### src/rtl/operand_sequencer_pkg.sv
// Shared types for the operand entry front-end: FSM state encoding and the
// width of the opcode field taken by the downstream opcode register.
package seq_pkg;

  // Encodings are shown on the board LEDs, so they are pinned explicitly.
  typedef enum logic [1:0] {
    ENTER_A  = 2'd0,
    ENTER_B  = 2'd1,
    ENTER_OP = 2'd2,
    SHOW     = 2'd3
  } seq_state_t;

  // The opcode register samples data_out[OPCODE_W-1:0] and keeps bits [2:0].
  localparam int OPCODE_W = 5;

endpackage

### src/rtl/operand_sequencer_btn_debounce.sv
// Push-button conditioning: 2-flop synchroniser, stable-sample debounce
// counter and rising-edge detect producing a single-cycle press strobe.
module btn_debounce #(
  parameter int DEBOUNCE_CYCLES = 4
) (
  input  logic clk,
  input  logic rst,
  input  logic btn_raw,
  output logic btn_db,
  output logic press
);

  localparam int CNT_W = $clog2(DEBOUNCE_CYCLES + 1);

  logic             sync1_reg;
  logic             sync2_reg;
  logic             db_prev_reg;
  logic [CNT_W-1:0] cnt_reg;

  // Two-flop synchroniser for the asynchronous button input.
  always_ff @(posedge clk or posedge rst) begin
    if (rst) begin
      sync1_reg <= 1'b0;
      sync2_reg <= 1'b0;
    end else begin
      sync1_reg <= btn_raw;
      sync2_reg <= sync1_reg;
    end
  end

  // Accept a new level only after DEBOUNCE_CYCLES consecutive differing samples;
  // any sample that agrees with the current level restarts the count.
  always_ff @(posedge clk or posedge rst) begin
    if (rst) begin
      btn_db  <= 1'b0;
      cnt_reg <= '0;
    end else if (sync2_reg != btn_db) begin
      if (cnt_reg == CNT_W'(DEBOUNCE_CYCLES - 1)) begin
        btn_db  <= sync2_reg;
        cnt_reg <= '0;
      end else begin
        cnt_reg <= cnt_reg + 1'b1;
      end
    end else begin
      cnt_reg <= '0;
    end
  end

  // Delayed copy of the debounced level for edge detection.
  always_ff @(posedge clk or posedge rst) begin
    if (rst) db_prev_reg <= 1'b0;
    else     db_prev_reg <= btn_db;
  end

  // Only the press edge matters; releases are ignored.
  assign press = btn_db & ~db_prev_reg;

endmodule

### src/rtl/operand_sequencer.sv
// Operand entry front-end: steps through A, B and opcode capture on each
// debounced button press and drives the data bus plus one-hot load enables.
// Optional build macro SEQ_TIMEOUT_EN: auto-return from SHOW to ENTER_A after
// TIMEOUT_CYCLES idle cycles (parameter ignored when the macro is undefined).
module operand_sequencer
  import seq_pkg::*;
#(
  parameter int DATA_W          = 16,
  parameter int DEBOUNCE_CYCLES = 4,
  parameter int TIMEOUT_CYCLES  = 1000
) (
  input  logic              clk,
  input  logic              rst,
  input  logic              btn_raw,
  input  logic [DATA_W-1:0] sw,
  output logic [DATA_W-1:0] data_out,
  output logic              load_a,
  output logic              load_b,
  output logic              load_op,
  output logic [1:0]        state_id,
  output logic              result_valid
);

  seq_state_t        state_reg, state_next;
  logic [DATA_W-1:0] data_next;
  logic              load_a_next, load_b_next, load_op_next;
  logic              press;
  logic              btn_level;
  logic              idle_timeout;

  btn_debounce #(
    .DEBOUNCE_CYCLES(DEBOUNCE_CYCLES)
  ) u_btn (
    .clk    (clk),
    .rst    (rst),
    .btn_raw(btn_raw),
    .btn_db (btn_level),
    .press  (press)
  );

`ifdef SEQ_TIMEOUT_EN
  localparam int IDLE_W = $clog2(TIMEOUT_CYCLES + 1);
  logic [IDLE_W-1:0] idle_cnt_reg;

  // Idle counter is held at zero outside SHOW so it starts fresh on entry.
  always_ff @(posedge clk or posedge rst) begin
    if (rst)                             idle_cnt_reg <= '0;
    else if (state_reg != SHOW || press) idle_cnt_reg <= '0;
    else                                 idle_cnt_reg <= idle_cnt_reg + 1'b1;
  end

  assign idle_timeout = (state_reg == SHOW) &&
                        (idle_cnt_reg == IDLE_W'(TIMEOUT_CYCLES - 1));
`else
  assign idle_timeout = 1'b0;
`endif

  // State, data bus and load enables are all registered together.
  always_ff @(posedge clk or posedge rst) begin
    if (rst) begin
      state_reg <= ENTER_A;
      data_out  <= '0;
      load_a    <= 1'b0;
      load_b    <= 1'b0;
      load_op   <= 1'b0;
    end else begin
      state_reg <= state_next;
      data_out  <= data_next;
      load_a    <= load_a_next;
      load_b    <= load_b_next;
      load_op   <= load_op_next;
    end
  end

  // Entry sequence: each press captures sw into the bus and raises one load.
  always_comb begin
    state_next   = state_reg;
    data_next    = data_out;
    load_a_next  = 1'b0;
    load_b_next  = 1'b0;
    load_op_next = 1'b0;
    case (state_reg)
      ENTER_A: if (press) begin
        state_next  = ENTER_B;
        data_next   = sw;
        load_a_next = 1'b1;
      end
      ENTER_B: if (press) begin
        state_next  = ENTER_OP;
        data_next   = sw;
        load_b_next = 1'b1;
      end
      ENTER_OP: if (press) begin
        state_next   = SHOW;
        data_next    = sw;
        load_op_next = 1'b1;
      end
      SHOW: if (press || idle_timeout) begin
        state_next = ENTER_A;
      end
      default: state_next = ENTER_A;
    endcase
  end

  assign state_id     = state_reg;
  assign result_valid = (state_reg == SHOW);

endmodule

### config.mk
export PLATFORM = sky130hd
export DESIGN_NAME = operand_sequencer
export DESIGN_NICKNAME = d
export VERILOG_FILES = /design/src/rtl/operand_sequencer_pkg.sv /design/src/rtl/operand_sequencer_btn_debounce.sv /design/src/rtl/operand_sequencer.sv
export SDC_FILE = /design/constraint.sdc
export NUM_CORES = 1
export LEC_CHECK = 0
export ABC_AREA = 0
export BUFFER_PORTS_ARGS = -buffer_cell sky130_fd_sc_hd__buf_2
export CELL_PAD_IN_SITES_DETAIL_PLACEMENT = 1
export CELL_PAD_IN_SITES_GLOBAL_PLACEMENT = 1
export CORE_MARGIN = 3
export CORE_UTILIZATION = 40
export DETAILED_ROUTE_END_ITERATION = 8
export HOLD_SLACK_MARGIN = 0.15
export PLACE_DENSITY_LB_ADDON = 0.1
export SLEW_MARGIN = 15
export SYNTH_ARGS = -nofsm -noshare
export SYNTH_HDL_FRONTEND = slang
export SYNTH_SLANG_ARGS = --single-unit
### constraint.sdc
create_clock -name clk -period 2.7 [get_ports clk]
set_input_delay 0.27 -clock clk [delete_from_list [all_inputs] [get_ports clk]]
set_output_delay 0.27 -clock clk [all_outputs]
set_load 0.005 [all_outputs]
* Word level (Yosys, flattened, before mapping)
Index checks and enable logic that the tools add are counted.
Widths: inputs -> output; s select.
** Storage, ports and cells
- Register bits after elaboration :: 28
- Bits in latches :: 0
- Memory bits (writable) :: 0
- Bits in read-only memories :: 0
- Bits of input ports :: 19
- Word-level logic and storage cells :: 38
- Memories kept :: 0
** Operators by class
- Add/sub/neg operators :: 1
- Multipliers :: 0
- Div/mod/pow operators :: 0
- $lt $le $gt $ge :: 0
- Equality and inequality tests :: 9
- Shift-type cells :: 0
- Mux-type cells :: 11
- Bitwise gates (word level) :: 2
- Reductions and logical operators :: 5
** Operators with widths (number)
- $mux 2 :: 4
- $pmux 2 s4 :: 1
- $mux 3 :: 2
- $ne 2x2->1 const B :: 3
- $eq 2x2->1 const B :: 2
- $mux 1 :: 4
- $reduce_and 2->1 :: 2
- $reduce_and 4->1 :: 1
- $add 3x1->3 const B :: 1
- $eq 3x2->1 const B :: 1
- $reduce_or 3->1 :: 1
- $eq 2x1->1 const B :: 1
- $logic_not 2->1 :: 1
- $ne 2x1->1 const B :: 1
- $and 1x1->1 :: 1
- $ne 1x1->1 :: 1
- $not 1->1 :: 1

* Logic depth before layout (Yosys ltp)
Gate-level depths: netlist (run 1).
- Depth after elaboration :: 4
- Gate-level depth with buffers :: 5

* Hierarchy
A second synthesis (run 1) with hierarchy kept.
** Second synthesis, totals
- Cell total of the unflattened synthesis :: 70
- Area total of the unflattened synthesis :: 1158.6 µm²
** By module, submodules not included
- operand_sequencer :: instances 1, cells each 54, area each 902.1 µm²
- btn_debounce :: instances 1, cells each 16, area each 256.5 µm²

* Worst setup path after synthesis (run 1)
No wires, ideal clock.
- Kind :: flip-flop to flip-flop
- Start point :: register state_reg[0] (netlist: state_id[0])
- End point :: register data_out[0]
- Data arrival time :: 1357 ps
- Slack :: 1218 ps
- Cell stages (with the launch flop) :: 6
- Path buffers :: 2
- Path through :: dfrtp_1 ha_1 and2b_1 buf_6 buf_12 mux2_4
** Between the ends
- Word-level cells in the longest chain between the ends :: 3
- Elaborated cells on any way between the ends :: 5
** Ends and longest elaborated chain
- from (decl) :: line operand_sequencer.sv:24 : seq_state_t state_reg, state_next;
- from (signal assigned) :: line operand_sequencer.sv:67 : state_reg <= state_next;
- $eq 2x2->1, or another cell as far along :: line operand_sequencer.sv:82 : case (state_reg)
- $reduce_or 3->1 (no line) *
- $reduce_and 2->1 (no line) *
- to (signal assigned) :: line operand_sequencer.sv:68 : data_out <= data_next;
- to (decl) :: line operand_sequencer.sv:16 : output logic [DATA_W-1:0] data_out,
Mark *: on every way between the ends. The rest lies on a longest branch, timed or not.
A chain may end at the register's enable or synchronous reset.

* Final worst setup path (run 1)
- Start point :: register state_reg[0] (netlist: state_id[0])
- End point :: register data_out[5]
Same word-level chain as after synthesis.

==> impl_metrics.ini, run 1 <==
[hold_path]
hold_class = in2async

[worst_setup_path]
endpoint_kind = register
critical_path.endpoint = data_out[5]$_DFFE_PP0P_
critPathLaunchType = register
critPathKind = reg2reg
arrival_ns = 1.83
critical_path_peak_fanout = 16
crit_start = state_id[0]$_DFFE_PP0P_
rrSetupSlack_ns = 1.09
cp.required_ns = 2.91
reg2reg_from = state_id[0]$_DFFE_PP0P_
r2r_end = data_out[5]$_DFFE_PP0P_
ff2ff_path_depth = 4

[sta]
hold_ws_ns = 0.162
max-slew-margin-rel_pct = 32.3
grt_setup_unrepaired = false
period_share_pct = 59.8
setup_viol = 0
finalSetupTns_ns = 0
fin_crit_ns = 1.61
worstMarginPinSlew_ns = 1.01
fmax_mhz = 620
finalMaxSlewViolations = 0
layout_setup_ws_ns = 1.09
hold_viol = 0
fin_skew_ns = 0.0101

[clock_network]
cts_buffer_depth = 2
post_cts_resized = 0
cts_tree = yes
h-tree-depth = 1
cts.sinks = 28
clock_latency_ns = 0.32
cts_buffers = 3
clock-root-buffer = clkbuf_4
cts.clk_slew.worst_paths_ns = 0.15

[floorplan]
row_count = 18
die-area_sq_mm = 0.00359
die_w_um = 59.9
die_h_um = 59.9
boundaryPins = 41
start_util_pct = 44.5
core_region_area_sq_mm = 0.00261

[pwr]
powerDensity_mw_per_mm2 = 1140
ir_worst_vdd_mv = 0.751
finalPower_mw = 1.68
p_leak_nw = 0.763

[finish]
final_core_util_pct = 56.3
fill_cells = 282
final_layout_size_suffix_gt1_share_pct = 56.3
final_area_sq_mm = 0.00147
finalNetCount = 145
diodes = 0
layoutNonFillerInstCount = 149
multi_input_area_sq_um = 420
largest_register_ff_count = 16
area_delta_synth_final_pct = 26.3
seqCellArea_sq_um = 701

[detailed_routing]
drt_pass1_iterations = 2
wire_per_inst_um = 15.0
finalWirelength_um = 2230
drcViolationCount = 0
vias = 718
drt_iter0_drc = 17
avgViaCountPerCell = 4.82
antenna_left = 0

[grt]
grt_pass1_vias = 727
grt_pass1_wl_um = 3500
grt_max_degree = 29
antenna_found_initial = 0
overflow = 0
track_usage_pct = 13.4

[logic_synthesis]
synth_top_cell_by_area = dfrtp_1
ys_seq_area_share_pct = 60.2
yosys_register_bits = 28
yosys_warnings = 0
syn_area_per_cell_sq_um = 16.2
synth_edf_count = 0
yosysUniqueCellTypes = 19
synth_top_area_share_pct = 60.2
synthCells = 72
synth_common_cells = dfrtp_1 (28), mux2_4 (10), mux2_2 (7)
ys.flop_type = dfrtp_1
synth_most_common_cell = dfrtp_1
synth-async-reset-ratio_pct = 100
syn_area_sq_mm = 0.00116
synth_area_leaders = dfrtp_1 (60%), mux2_4 (13%), mux2_2 (6.8%)
synth_nets = 97

[flow_run]
max-cap-violations = 0

[place]
place_ws_ns = 1.09
portBuffers = 40
place_inst = 141
place_area_sq_mm = 0.00138
gp_congestion = 0.650
hpwl_um = 1690

[run_status]
status = finished clean
kinds of logic (layout without fill, tap and decap cells):
logic type | Yosys count | after routing | share of synthesized area (%)
AO/OA/AOI/OAI | 3 | 3 | 2.04
XOR/XNOR | 1 | 1 | 0.753
adder cells (fa/ha/maj) | 6 | 6 | 6.45
buffers and inverters | 5 | 52 | 3.66
flip-flops | 28 | 28 | 60.2
multiplexers | 17 | 17 | 19.7
AND/OR/NAND/NOR | 12 | 12 | 7.20
final cells by class:
class                   instances  share of cell area [%]
well taps                      30                    2.55
flip-flops and latches         28                    47.7
clock buffers                   3                    1.53
multi-input cells              39                    28.6
repair buffers                 45                    16.9
clock inverters                 1                    2.04
inverters                       3                   0.766
worst min-delay path by stage:
stage	start	to	slack, ns	cells after the start
after floorplan	btn_raw	u_btn.sync1_reg$_DFF_PP0_	0.30	0
after global placement	u_btn.sync1_reg$_DFF_PP0_	u_btn.sync2_reg$_DFF_PP0_	0.33	0
after detailed placement	u_btn.sync1_reg$_DFF_PP0_	u_btn.sync2_reg$_DFF_PP0_	0.34	0
after CTS	sw[9]	data_out[9]$_DFFE_PP0P_	0.16	2
after global routing	sw[8]	data_out[8]$_DFFE_PP0P_	0.15	2
final	rst	u_btn.cnt_reg[0]$_DFF_PP0_	0.16	2
power breakdown:
| group | total (mW) | switching (mW) | internal, mW |
|---|---|---|---|
| combinational | 0.706 | 0.281 | 0.425 |
| clock | 0.267 | 0.117 | 0.150 |
| sequential | 0.706 | 0.107 | 0.599 |
| total | 1.68 | 0.506 | 1.17 |
placed cells by master, fill, tap and decap left out:
master and n:
dlygate4sd3_1 4, nor3b_1 2, nor2_1 2, bufinv_16 1
nor3_1 1, inv_1 3, and2b_1 1, o32a_2 1
nor4_1 1, clkbuf_4 3, o31ai_1 1, dfrtp_1 28
and2_2 3, nor2b_4 1, ha_1 6, buf_4 1
xnor2_1 1, o21ai_0 1, nor2b_1 1, buf_2 40
mux2_4 10, mux2_2 7
timing repair:
item,in CTS,in global routing
hold buffers,1,3
buffers inserted,0,0
hold endpoints to repair,1,3
critical path: stages (launching register included):
cell and delay, ns:
dfrtp_1 0.46, ha_1 0.22, and2b_1 0.18, buf_4 0.26, mux2_2 0.38
metal layers:
metal	vias up	wire (um)	global-route usage (%)
met1	349	975	16.4
li1	339	-	-
met4	0	37	5.70
met2	26	1070	22.8
met5	-	0	0
met3	4	144	2.59
(Power assumes the default switching activity.)
==> run 2, diff against run 1 <==
CORE_UTILIZATION = 38   (was 40)
clock period = 1.5 ns   (was 2.7 ns; I/O delays follow)
==> run 2 against run 1 <==
  * Die area grew 4.7%
  * Clock-buffer cell count is the same
  * Design area grew 12%
  * Non-clock buffer count grew 18
  * Flip-flop and latch count is the same
  * Worst hold slack gained 0.20 ns
  * Clock power grew 7.5%
  * Worst setup slack lost 1.0 ns
  * Largest power group is now combinational cells
==> impl_metrics.ini, run 2 (synthesized netlist as in run 1, its figures left out) <==
[run_status]
status = finished clean

[finish]
diodes = 0
largest_register_ff_count = 16
final_layout_size_suffix_gt1_share_pct = 55.1
layoutNonFillerInstCount = 167
area_delta_synth_final_pct = 41.9
final_cell_mix = buf_2 (40), dfrtp_1 (28), dlygate4sd3_1 (18)
final_area_sq_mm = 0.00165
finalNetCount = 163
final_common_cell = buf_2
final_core_util_pct = 58.4

[detailed_routing]
drt_iter0_drc = 4
drcViolationCount = 0
avgViaCountPerCell = 4.69
drt_pass1_iterations = 2
antenna_left = 0
finalWirelength_um = 2300
wire_per_inst_um = 13.8
vias = 784

[place]
place_ws_ns = 0.0671
hpwl_um = 1490
place_area_sq_mm = 0.00142
portBuffers = 40
gp_congestion = 0.665
place_inst = 146

[pwr]
powerDensity_mw_per_mm2 = 1830
finalPower_mw = 3.02
p_leak_nw = 0.830
ir_worst_vdd_mv = 0.797

[floorplan]
start_util_pct = 41.1
boundaryPins = 41
die-area_sq_mm = 0.00376
die_w_um = 61.3
core_region_area_sq_mm = 0.00283
row_count = 19
die_h_um = 61.3

[clock_network]
postCtsSetupBuffers = 0
clock-root-buffer = clkbuf_4
h-tree-depth = 1
cts_buffers = 3
cts.sinks = 28
cts_buffer_depth = 2
clock_latency_ns = 0.31
cts_tree = yes
cts.clk_slew.worst_paths_ns = 0.13

[worst_setup_path]
endpoint_kind = register
cp_top_family = flip-flops
crit_chain = ha_1 > and2b_1 > buf_12 > mux2_2
slowest_stage = dfrtp_1
cp_slowest_stage_delay_ns = 0.41
worst-path-buf-inv = 1
critPathKind = reg2reg
critical_path_peak_fanout = 16
arrival_ns = 1.65
cp.required_ns = 1.71
critPathLaunchType = register

[sta]
period_share_pct = 95.7
fmax_mhz = 697
hold_ws_ns = 0.363
finalSetupTns_ns = 0
max-slew-margin-rel_pct = 76.9
worstMarginPinSlew_ns = 0.346
setup_viol = 0
fin_crit_ns = 1.43
layout_setup_ws_ns = 0.0652
grt_setup_unrepaired = false
finalMaxSlewViolations = 0
hold_viol = 0
fin_skew_ns = 0.00245

[grt]
track_usage_pct = 13.6
grt_pass1_vias = 825
grt_pass1_wl_um = 3690
grt_max_degree = 29
overflow = 0
antenna_found_initial = 0

[flow_run]
max-cap-violations = 0

[hold_path]
hold_class = reg2reg
[run 2: cell types whose count changed in the layout (fill, tap and decap cells not counted), moves of 3 or more]
cell           previous run  this run
dlygate4sd3_1             4        18
buf_4                     1         4
ha_2                      0         3
ha_1                      6         3
[run 2: path summary, 6_finish.rpt]
| path | slack, ns | depth (start not counted) | end | startpoint |
|---|---|---|---|---|
| worst min register to register | 0.36 | 0 | u_btn.sync2_reg$_DFF_PP0_ | u_btn.sync1_reg$_DFF_PP0_ |
| worst min-delay path | 0.36 | 0 | u_btn.sync2_reg$_DFF_PP0_ | u_btn.sync1_reg$_DFF_PP0_ |
| min in group asynchronous | 0.43 | 4 | data_out[0]$_DFFE_PP0P_ | rst |
| worst max-delay path | 0.07 | 4 | data_out[4]$_DFFE_PP0P_ | state_id[0]$_DFFE_PP0P_ |
| max in group asynchronous | 0.81 | 4 | u_btn.cnt_reg[0]$_DFF_PP0_ | rst |
| worst max register to register | 0.07 | 4 | data_out[4]$_DFFE_PP0P_ | state_id[0]$_DFFE_PP0P_ |
[run 2: what timing repair did]
action	in CTS	in global routing
endpoints found under the hold margin	45	0
hold buffers	18	0
setup endpoints to repair	0	1
gates resized for setup	0	7
[run 2: worst register-to-register path, delay by kind of cell (launching register included)]
family        cells  cell delay, ns
fa+ha+maj         1            0.19
buf+inv           1            0.17
flops             1            0.41
mux               1            0.34
simple gates      1            0.23
[run 2: where the power goes]
part / internal [mW] / total, mW / switching, mW
clock network: 0.0938 / 0.287 / 0.193
registers: 1.08 / 1.24 / 0.162
logic: 0.912 / 1.50 / 0.583
[run 2: final cells by class]
class | instances | area (sq um)
fillers | 288 | 1180
flip-flops and latches | 28 | 701
inverters | 3 | 11.3
well taps | 31 | 38.8
multi-input cells | 39 | 448
clock buffers | 3 | 22.5
repair buffers | 63 | 430
[run 2: metal layers]
metal / share of wire, % / track usage, %
met1: 41 / 16.0
met2: 54 / 24.6
met3: 4.9 / 2.73
met4: 0.39 / 4.55
met5: 0 / 0
==> run 3, diff against run 2 <==
PLACE_DENSITY_LB_ADDON = 0.15   (was 0.1)
REMOVE_ABC_BUFFERS = 1   (was unset)
==> run 3 against run 2 <==
  * Register-to-register slack about the same
  * Die area unchanged
  * Flip-flop and latch count unchanged
  * Design area up 0.23%
  * Largest cell class unchanged
  * Largest power group unchanged
==> impl_metrics.ini, run 3 (synthesized netlist as in run 1, its figures left out) <==
[run_status]
status = finished clean

[grt]
grt_pass1_vias = 874
antenna_found_initial = 0
grt_max_degree = 29
track_usage_pct = 13.7
overflow = 0
grt_pass1_wl_um = 3780

[hold_path]
hold_class = reg2reg
min_path_cells = 0
min_from = u_btn.sync1_reg$_DFF_PP0_
whs_endpoint = u_btn.sync2_reg$_DFF_PP0_

[detailed_routing]
avgViaCountPerCell = 4.61
vias = 779
drt_pass1_iterations = 2
wire_per_inst_um = 14.0
drt_iter0_drc = 23
antenna_left = 0
drcViolationCount = 0
finalWirelength_um = 2370

[floorplan]
boundaryPins = 41
core_region_area_sq_mm = 0.00283
row_count = 19
die-area_sq_mm = 0.00376
start_util_pct = 41.1
die_h_um = 61.3
die_w_um = 61.3

[place]
place_inst = 147
portBuffers = 40
gp_congestion = 0.678
hpwl_um = 1730

[finish]
final_common_cell = buf_2
largest_register_ff_count = 16
finalNetCount = 164
seqCellArea_sq_um = 701
final_core_util_pct = 58.5
layoutNonFillerInstCount = 169
fill_cells = 302
multi_input_area_sq_um = 427
final_layout_size_suffix_gt1_share_pct = 52.9
final_cell_mix = buf_2 (40), dfrtp_1 (28), dlygate4sd3_1 (18)
diodes = 0
area_delta_synth_final_pct = 42.3

[worst_setup_path]
critPathLaunchType = register
reg2reg_from = state_id[0]$_DFFE_PP0P_
critical_path_peak_fanout = 8
endpoint_kind = register
cp.required_ns = 1.72
rrSetupSlack_ns = 0.06
critPathKind = reg2reg
r2r_end = data_out[1]$_DFFE_PP0P_
ff2ff_path_depth = 4
arrival_ns = 1.66

[sta]
grt_setup_unrepaired = false
fin_crit_ns = 1.44
max-slew-margin-rel_pct = 77.0
fin_skew_ns = 0.0120
finalMaxSlewViolations = 0
hold_viol = 0
fmax_mhz = 693
period_share_pct = 96.2
finalSetupTns_ns = 0
worstMarginPinSlew_ns = 0.345
setup_viol = 0

[clock_network]
clock_latency_ns = 0.32
cts.clk_slew.worst_paths_ns = 0.16
h-tree-depth = 1
clock-root-buffer = clkbuf_4
cts_tree = yes
cts_buffer_depth = 2
cts.sinks = 28
postCtsSetupBuffers = 0
cts_buffers = 3

[pwr]
powerDensity_mw_per_mm2 = 1900
p_leak_nw = 0.848
finalPower_mw = 3.14
ir_worst_vdd_mv = 0.892

[flow_run]
max-cap-violations = 0
## run 3: cell count changes in the layout (fill, tap and decap cells not counted), sizes merged
cell,previous run,this run
bufinv,0,1
buf,45,46
## run 3: what timing repair did
| action | in CTS | in global routing |
|---|---|---|
| setup endpoints to repair | 0 | 1 |
| resized for setup | 0 | 1 |
| endpoints found under the hold margin | 45 | 0 |
| hold buffers | 18 | 0 |
## run 3: how the worst max path moves through the flow
stage                                 start                        to  slack [ns]  cells past startpoint
finish              state_id[0]$_DFFE_PP0P_   data_out[1]$_DFFE_PP0P_        0.06                      4
global route        state_id[0]$_DFFE_PP0P_   data_out[1]$_DFFE_PP0P_       0.008                      4
CTS                 state_id[0]$_DFFE_PP0P_   state_id[1]$_DFFE_PP0P_       0.007                      6
detailed placement  state_id[0]$_DFFE_PP0P_   state_id[1]$_DFFE_PP0P_        0.05                      6
global placement    state_id[0]$_DFFE_PP0P_   data_out[4]$_DFFE_PP0P_        0.11                      4
floorplan           state_id[0]$_DFFE_PP0P_  data_out[15]$_DFFE_PP0P_       -0.25                      3
## run 3: report_power, final
| part | leakage [nW] | total (mW) | switching (mW) | internal [mW] |
|---|---|---|---|---|
| logic | 0.478 | 1.40 | 0.544 | 0.859 |
| clock network | 0.0279 | 0.485 | 0.215 | 0.270 |
| registers | 0.341 | 1.25 | 0.174 | 1.08 |
## run 3: area by class of cell
type | instances | area share [%]
clock buffer | 3 | 1.36
clock inverter | 1 | 1.81
inverter | 3 | 0.680
multi-input combinational | 39 | 25.8
sequential | 28 | 42.3
tap | 31 | 2.34
timing repair buffer | 64 | 25.7
## run 3: stage by stage
stage,area [sq um],setup slack [ns],hold WS (ns)
2_1_floorplan,1130,-0.254,0.181
3_3_place_gp,1420,0.108,0.228
3_5_place_dp,1420,0.0473,0.234
4_1_cts,1650,0.00746,0.378
5_1_grt,1660,0.00827,0.383
6_report,1660,0.0571,0.375
## run 3: critical path, stage by stage (launching register included)
cell     delay [ns]
dfrtp_1        0.41
ha_1           0.19
and2b_1        0.20
buf_4          0.19
mux2_2         0.34
## run 3: per-layer routing
layer	up-vias	global-route usage, %	routed length, um
li1	372	-	-
met1	386	14.5	967
met2	19	27.5	1290
met3	2	2.73	106
met4	0	2.73	11
met5	-	0	0
